===== src/rtl/sdram_req_arbiter_pkg.sv =====
// rtl/sdram_req_arbiter_pkg.sv - shared state encoding and burst-length defaults
package sdram_req_arbiter_pkg;

    localparam logic [2:0] ST_IDLE    = 3'd0;
    localparam logic [2:0] ST_RD_REQ  = 3'd1;
    localparam logic [2:0] ST_RD_DATA = 3'd2;
    localparam logic [2:0] ST_GUARD   = 3'd3;
    localparam logic [2:0] ST_WR_REQ  = 3'd4;
    localparam logic [2:0] ST_WR_DATA = 3'd5;

    typedef enum logic [2:0] {
        S_IDLE    = ST_IDLE,
        S_RD_REQ  = ST_RD_REQ,
        S_RD_DATA = ST_RD_DATA,
        S_GUARD   = ST_GUARD,
        S_WR_REQ  = ST_WR_REQ,
        S_WR_DATA = ST_WR_DATA
    } arb_state_t;

    localparam int LEN_W      = 9;
    localparam int DEF_RD_LEN = 8;
    localparam int DEF_WR_LEN = 1;

endpackage


===== src/rtl/sdram_req_arbiter_if.sv =====
// rtl/sdram_req_arbiter_if.sv - request/data port between the arbiter and the SDRAM controller core
interface sdram_req_arbiter_if #(
    parameter int AW = 25,
    parameter int DW = 16
);
    import sdram_req_arbiter_pkg::*;

    logic             app_req;
    logic [AW-1:0]    app_req_addr;
    logic [LEN_W-1:0] app_req_len;
    logic             app_req_wr_n;
    logic             app_req_ack;
    logic [DW-1:0]    app_wr_data;
    logic             app_wr_next_req;
    logic             app_rd_valid;
    logic             app_last_rd;
    logic             app_last_wr;

    modport master (
        output app_req, app_req_addr, app_req_len, app_req_wr_n, app_wr_data,
        input  app_req_ack, app_wr_next_req, app_rd_valid, app_last_rd, app_last_wr
    );

    modport slave (
        input  app_req, app_req_addr, app_req_len, app_req_wr_n, app_wr_data,
        output app_req_ack, app_wr_next_req, app_rd_valid, app_last_rd, app_last_wr
    );

endinterface


===== src/rtl/sdram_req_arbiter.sv =====
// rtl/sdram_req_arbiter.sv - shares the controller request port between video reads and USB writes
module sdram_req_arbiter
    import sdram_req_arbiter_pkg::*;
#(
    parameter int AW            = 25,
    parameter int DW            = 16,
    parameter int RD_LEN        = DEF_RD_LEN,
    parameter int WR_LEN        = DEF_WR_LEN,
    parameter int GUARD         = 2,
    parameter int MAX_RD_STREAK = 4,
    parameter int TIMEOUT       = 255
) (
    input  logic                 mem_clk,
    input  logic                 reset_n,
    input  logic                 mem_ready,
    input  logic                 rd_req,
    input  logic [AW-1:0]        rd_addr,
    input  logic                 rd_urgent,
    output logic                 rd_ack,
    input  logic                 wr_req,
    input  logic [AW-1:0]        wr_addr,
    input  logic [DW-1:0]        wr_data,
    output logic                 wr_ack,
    output logic                 wr_data_next,
    sdram_req_arbiter_if.master  app,
    output logic                 busy,
    output logic                 err
);

    localparam int SW    = $clog2(MAX_RD_STREAK + 1);
    localparam int TMO_W = $clog2(TIMEOUT + 1);
    localparam int GW    = $clog2(GUARD + 1);

    localparam logic [LEN_W-1:0] RD_LEN_F   = LEN_W'(RD_LEN);
    localparam logic [LEN_W-1:0] WR_LEN_F   = LEN_W'(WR_LEN);
    localparam logic [LEN_W-1:0] RD_LAST    = LEN_W'(RD_LEN - 1);
    localparam logic [SW-1:0]    STREAK_MAX = SW'(MAX_RD_STREAK);
    localparam logic [TMO_W-1:0] TMO_LAST   = TMO_W'(TIMEOUT - 1);
    localparam logic [GW-1:0]    GUARD_LAST = GW'(GUARD - 1);

    arb_state_t       state_q, state_d;
    logic [LEN_W-1:0] beat_cnt_q;
    logic [GW-1:0]    guard_cnt_q;
    logic [SW-1:0]    streak_q;
    logic [TMO_W-1:0] tmo_cnt_q;
    logic [AW-1:0]    addr_q;
    logic [LEN_W-1:0] len_q;
    logic             wr_n_q;
    logic             err_q;

    logic grant_rd, grant_wr, tmo_abort, rd_wins, tmo_state, tmo_hit;

    // Urgent reads always win; otherwise reads may starve a waiting write only MAX_RD_STREAK times
    assign rd_wins   = rd_req && (rd_urgent || !wr_req || (streak_q < STREAK_MAX));
    assign tmo_state = (state_q == S_RD_REQ) || (state_q == S_RD_DATA) ||
                       (state_q == S_WR_REQ) || (state_q == S_WR_DATA);
    assign tmo_hit   = tmo_state && (tmo_cnt_q == TMO_LAST);

    always_comb begin
        state_d   = state_q;
        grant_rd  = 1'b0;
        grant_wr  = 1'b0;
        tmo_abort = 1'b0;
        case (state_q)
            S_IDLE: begin
                if (mem_ready) begin
                    if (rd_wins) begin
                        state_d  = S_RD_REQ;
                        grant_rd = 1'b1;
                    end else if (wr_req) begin
                        state_d  = S_WR_REQ;
                        grant_wr = 1'b1;
                    end
                end
            end
            S_RD_REQ: begin
                if (app.app_req_ack) state_d = S_RD_DATA;
                else if (tmo_hit)    tmo_abort = 1'b1;
            end
            S_RD_DATA: begin
                if (app.app_rd_valid && (app.app_last_rd || beat_cnt_q == RD_LAST))
                    state_d = S_GUARD;
                else if (tmo_hit)
                    tmo_abort = 1'b1;
            end
            S_GUARD: begin
                if (guard_cnt_q == GUARD_LAST) state_d = S_IDLE;
            end
            S_WR_REQ: begin
                if (app.app_req_ack) state_d = S_WR_DATA;
                else if (tmo_hit)    tmo_abort = 1'b1;
            end
            S_WR_DATA: begin
                if (app.app_last_wr) state_d = S_IDLE;
                else if (tmo_hit)    tmo_abort = 1'b1;
            end
            default: state_d = S_IDLE;
        endcase
        if (tmo_abort) state_d = S_IDLE;
    end

    always_ff @(posedge mem_clk or negedge reset_n) begin
        if (!reset_n) begin
            state_q     <= S_IDLE;
            beat_cnt_q  <= '0;
            guard_cnt_q <= '0;
            streak_q    <= '0;
            tmo_cnt_q   <= '0;
            addr_q      <= '0;
            len_q       <= '0;
            wr_n_q      <= 1'b1;
            err_q       <= 1'b0;
        end else begin
            state_q     <= state_d;
            tmo_cnt_q   <= (tmo_state && state_d == state_q) ? tmo_cnt_q + 1'b1 : '0;
            guard_cnt_q <= (state_q == S_GUARD) ? guard_cnt_q + 1'b1 : '0;
            if (state_q != S_RD_DATA)
                beat_cnt_q <= '0;
            else if (app.app_rd_valid)
                beat_cnt_q <= beat_cnt_q + 1'b1;
            if (grant_rd) begin
                addr_q <= rd_addr;
                len_q  <= RD_LEN_F;
                wr_n_q <= 1'b1;
                if (!wr_req)                  streak_q <= '0;
                else if (streak_q != STREAK_MAX) streak_q <= streak_q + 1'b1;
            end else if (grant_wr) begin
                addr_q   <= wr_addr;
                len_q    <= WR_LEN_F;
                wr_n_q   <= 1'b0;
                streak_q <= '0;
            end
            if (tmo_abort) err_q <= 1'b1;
        end
    end

    assign app.app_req      = (state_q == S_RD_REQ) || (state_q == S_WR_REQ);
    assign app.app_req_addr = addr_q;
    assign app.app_req_len  = len_q;
    assign app.app_req_wr_n = wr_n_q;
    assign app.app_wr_data  = wr_data;

    assign rd_ack       = (state_q == S_RD_REQ) && app.app_req_ack;
    assign wr_ack       = (state_q == S_WR_REQ) && app.app_req_ack;
    assign wr_data_next = ((state_q == S_WR_REQ) || (state_q == S_WR_DATA)) && app.app_wr_next_req;
    assign busy         = (state_q != S_IDLE);
    assign err          = err_q;

endmodule

===== src/flat_wrapper.sv =====
// flat-port wrapper written by rule: the top's interface ports become plain ports
module sdram_req_arbiter_flat import sdram_req_arbiter_pkg::*;
#(
    parameter int AW            = 25,
    parameter int DW            = 16,
    parameter int RD_LEN        = DEF_RD_LEN,
    parameter int WR_LEN        = DEF_WR_LEN,
    parameter int GUARD         = 2,
    parameter int MAX_RD_STREAK = 4,
    parameter int TIMEOUT       = 255
)
  (mem_clk, reset_n, mem_ready, rd_req, rd_addr, rd_urgent, rd_ack, wr_req, wr_addr, wr_data, wr_ack, wr_data_next, busy, err, app_app_req, app_app_req_addr, app_app_req_len, app_app_req_wr_n, app_app_wr_data, app_app_req_ack, app_app_wr_next_req, app_app_rd_valid, app_app_last_rd, app_app_last_wr);
  sdram_req_arbiter_if #(.AW(AW), .DW(DW)) app_i ();
  input  logic mem_clk;
  input  logic reset_n;
  input  logic mem_ready;
  input  logic rd_req;
  input  logic [AW-1:0] rd_addr;
  input  logic rd_urgent;
  output logic rd_ack;
  input  logic wr_req;
  input  logic [AW-1:0] wr_addr;
  input  logic [DW-1:0] wr_data;
  output logic wr_ack;
  output logic wr_data_next;
  output logic busy;
  output logic err;
  output wire logic [$bits(app_i.app_req)-1:0] app_app_req;
  output wire logic [$bits(app_i.app_req_addr)-1:0] app_app_req_addr;
  output wire logic [$bits(app_i.app_req_len)-1:0] app_app_req_len;
  output wire logic [$bits(app_i.app_req_wr_n)-1:0] app_app_req_wr_n;
  output wire logic [$bits(app_i.app_wr_data)-1:0] app_app_wr_data;
  input wire logic [$bits(app_i.app_req_ack)-1:0] app_app_req_ack;
  input wire logic [$bits(app_i.app_wr_next_req)-1:0] app_app_wr_next_req;
  input wire logic [$bits(app_i.app_rd_valid)-1:0] app_app_rd_valid;
  input wire logic [$bits(app_i.app_last_rd)-1:0] app_app_last_rd;
  input wire logic [$bits(app_i.app_last_wr)-1:0] app_app_last_wr;
  assign app_app_req = app_i.app_req;
  assign app_app_req_addr = app_i.app_req_addr;
  assign app_app_req_len = app_i.app_req_len;
  assign app_app_req_wr_n = app_i.app_req_wr_n;
  assign app_app_wr_data = app_i.app_wr_data;
  assign app_i.app_req_ack = app_app_req_ack;
  assign app_i.app_wr_next_req = app_app_wr_next_req;
  assign app_i.app_rd_valid = app_app_rd_valid;
  assign app_i.app_last_rd = app_app_last_rd;
  assign app_i.app_last_wr = app_app_last_wr;
  sdram_req_arbiter #(.AW(AW), .DW(DW), .RD_LEN(RD_LEN), .WR_LEN(WR_LEN), .GUARD(GUARD), .MAX_RD_STREAK(MAX_RD_STREAK), .TIMEOUT(TIMEOUT)) u_core (.mem_clk(mem_clk), .reset_n(reset_n), .mem_ready(mem_ready), .rd_req(rd_req), .rd_addr(rd_addr), .rd_urgent(rd_urgent), .rd_ack(rd_ack), .wr_req(wr_req), .wr_addr(wr_addr), .wr_data(wr_data), .wr_ack(wr_ack), .wr_data_next(wr_data_next), .app(app_i), .busy(busy), .err(err));
endmodule

===== config.mk =====
export PLATFORM = sky130hd
export DESIGN_NAME = sdram_req_arbiter_flat
export DESIGN_NICKNAME = d
export VERILOG_FILES = /design/src/rtl/sdram_req_arbiter_pkg.sv /design/src/rtl/sdram_req_arbiter_if.sv /design/src/rtl/sdram_req_arbiter.sv /design/src/flat_wrapper.sv
export SDC_FILE = /design/constraint.sdc
export NUM_CORES = 1
export LEC_CHECK = 0
export BUFFER_PORTS_ARGS = -buffer_cell sky130_fd_sc_hd__buf_2
export CAP_MARGIN = 20
export CORE_MARGIN = 1.5
export CORE_UTILIZATION = 50
export DETAILED_ROUTE_END_ITERATION = 6
export PLACE_DENSITY = 0.86
export SYNTH_ARGS = -nofsm -noshare
export SYNTH_HDL_FRONTEND = slang
export SYNTH_SLANG_ARGS = --single-unit

===== constraint.sdc =====
create_clock -name mem_clk -period 5.5 [get_ports mem_clk]
set_input_delay 0.55 -clock mem_clk [delete_from_list [all_inputs] [get_ports mem_clk]]
set_output_delay 0.55 -clock mem_clk [all_outputs]
set_load 0.005 [all_outputs]

==> impl_metrics.csv <==
group,metric,value,unit
outcome,status,"finished, final reports clean",
floorplanning,die_area,6190,sq um
power,p_per_area,408,nW/um^2
power,peakVddDrop,0.252,mV
synthesis,ys_ff_latch,54,
synthesis,seq_area_frac_synth,47.2,%
setup_path,cp_num_buf_inv,0,
placed_design,gp_congestion,0.840,
setup_path,r2r_slack,2.53,ns
route,ant_nets,0,
global_routing,antenna_found_initial,0,
setup_path,rr_worst_depth,5,
timing,setup_viol_count_final,0,
power,p_leak,1.72,nW
setup_path,reg2reg_from,"u_core.state_q[1]",
global_routing,grt_max_degree,55,
timing,final_hold_viol_count,0,
synthesis,netlist_instances,307,
placed_design,port_buffers,94,
finish,nets,462,
route,viasPerCell,5.28,
synthesis,ys_types,47,
timing,tightest_slew,0.970,ns
setup_path,start_kind,"register",
clock_network,htreeDepth,2,
timing,timing.hold.ws,0.337,ns
clock_network,clk_pin_slew,0.10,ns
finish,nFillCells,465,
clock_network,cts_setup_buffers,0,
timing,fin_skew,0.0107,ns
synthesis,yosys_most_used_dff,"dfrtp_1",
clock_network,cts_tree,"done",
placed_design,place_hpwl,4300,um
route,drc,0,
global_routing,overflow,0,
synthesis,synth_top_area_share,46.3,%
clock_network,cts_buffers,5,
setup_path,r2r_end,"u_core.streak_q[2]",
setup_path,slowest_delay,0.89,ns
timing,rsz0062_at_grt,"no",
timing,fin_setup_tns,0,ns
clock_network,post_cts_resize_count,0,
setup_path,cp.arrival,3.16,ns
floorplanning,die_h,78.7,um
clock_network,cts_root_buf,"clkbuf_8",
synthesis,synth.top_cells.by_area,"dfrtp_1 46%, nand2_1 7.9%, a22oi_1 6.6%",
finish,drive_above_1_share,29.7,%
setup_path,critPathMaxFanout,32,
finish,syn_to_final_growth,16.2,%
route,drt_wl_total,5970,um
worst_hold_path,hold_class,"in2async",
clock_network,cts_hold_buf,0,
clock_network,cts_buffer_depth,2,
timing,fin_crit_sh,53.9,%
synthesis,synth_commonest_cells,"60 x nand2_1, 53 x dfrtp_1, 25 x a22oi_1",
setup_path,end_kind,"register",
route,first_pass_iters,4,
timing,slew_headroom,35.4,%
global_routing,grt_use_total,20.2,%
timing,worst_slack,2.53,ns
clock_network,insertion_delay,0.31,ns
setup_path,cp_common_cell,"o21ai_0",
placed_design,post-place-ws,2.49,ns
synthesis,yosys.area.top_type,"dfrtp_1",
route,first_iter_violations,170,
global_routing,grt_pass1_wl,9960,um
timing,slew_violations,0,
setup_path,critical_path_class,"reg2reg",
finish,antenna_cells,0,
route,wl_per_cell,13.2,um
setup_path,slowest_stage,"o211a_1",
synthesis,synth_edf_count,0,
global_routing,grt_pass1_vias,2268,
job,drv_cap,0,
setup_path,cpLargestDelayFamily,"compound AO/OA/AOI/OAI gates",
clock_network,clock_sinks,54,
synthesis,synth_warnings,0,
timing,fin_crit,2.97,ns
synthesis,syn_area,2870,sq um
floorplanning,core_area,5510,sq um
floorplanning,ioPinCount,134,
floorplanning,initial_core_util,52.0,%
setup_path,cp_cell_sequence,"nor4b_2 > o211a_1 > nor2_2 > o21ai_0 > o21ai_0",
floorplanning,rows,27,
synthesis,ys_async_sr_fraction,100,%
timing,fmaxAchievable,337,MHz
floorplanning,die_w,78.7,um
synthesis,avgSynthCellArea,9.33,sq um
route,vias,2386,
finish,utilization,60.5,%
synthesis,synth_most_common_cell,"nand2_1",
setup_path,cp.required,5.70,ns
## power by group
part / total, mW / internal, mW / switching [mW]
combinational: 0.498 / 0.229 / 0.269
clock: 0.228 / 0.101 / 0.126
sequential: 0.632 / 0.523 / 0.109
total: 1.36 / 0.853 / 0.504
## layer usage
metal / up-vias / wire [um] / track usage, %
li1: 1170 / - / -
met1: 1119 / 2710 / 26.4
met2: 90 / 2770 / 33.1
met3: 7 / 408 / 4.71
met4: 0 / 84 / 7.14
met5: - / 0 / 0
## flip-flops by register name (all words and copies together), names as in the netlist
name and count:
u_core.tmo_cnt_q 8, u_core.app.app_req_len 2, u_core.err 1, u_core.beat_cnt_q 9, u_core.app.app_req_addr 25, u_core.guard_cnt_q 2, u_core.state_q 3, u_core.streak_q 3
u_core.app.app_req_wr_n 1
## layout make-up
| type | count | area, sq um | area share, % |
|---|---|---|---|
| Inverter | 10 | 37.5 | 1.13 |
| Clock buffer | 6 | 82.6 | 2.48 |
| Clock inverter | 2 | 12.5 | 0.376 |
| Multi-Input combinational cell | 212 | 1260 | 37.9 |
| Sequential cell | 54 | 1350 | 40.6 |
| Timing Repair Buffer | 96 | 493 | 14.8 |
| Tap cell | 72 | 90.1 | 2.70 |
## layout by cell type, fill, tap and decap left out, types with 6 or more instances in the layout
master and count:
a22oi_1 25, nand2_1 60, conb_1 7, a21oi_1 8, nand3_1 6, dfrtp_1 53
nor3_1 10, clkbuf_8 6, nand4_1 6, buf_2 94, nor2_1 24, inv_1 10
xnor2_1 6, xor2_1 9, ha_1 6
## metrics by stage
stage	std cells	area, sq um	total power [mW]
after global placement	443	3220	1.11
after detailed placement	443	3220	1.13
after CTS	451	3320	1.37
after global routing	452	3330	1.47
after floorplan	313	2890	0.947
final	452	3330	1.36
## worst max-delay path by stage
stage	start	to	slack, ns	depth (start not counted)
floorplan	u_core.beat_cnt_q[0]	u_core.tmo_cnt_q[2]	3.50	6
global placement	u_core.state_q[1]	u_core.streak_q[2]	2.57	5
detailed placement	u_core.state_q[1]	u_core.streak_q[2]	2.49	5
CTS	u_core.state_q[1]	u_core.streak_q[2]	2.48	5
global route	u_core.state_q[1]	u_core.streak_q[2]	2.17	5
finish	u_core.state_q[1]	u_core.streak_q[2]	2.53	5
## cells by family (layout without fill, tap and decap cells)
kind of cell,Yosys count,after routing,synth area share (%)
flops,54,54,47.2
buf+inv,47,114,9.52
other cells,1,7,0.131
mux,5,5,1.83
simple gates,126,126,20.4
fa+ha+maj,6,6,2.62
xor+xnor,15,15,4.59
compound gates,53,53,13.7
Note: power is estimated with default switching activity, not from simulation.
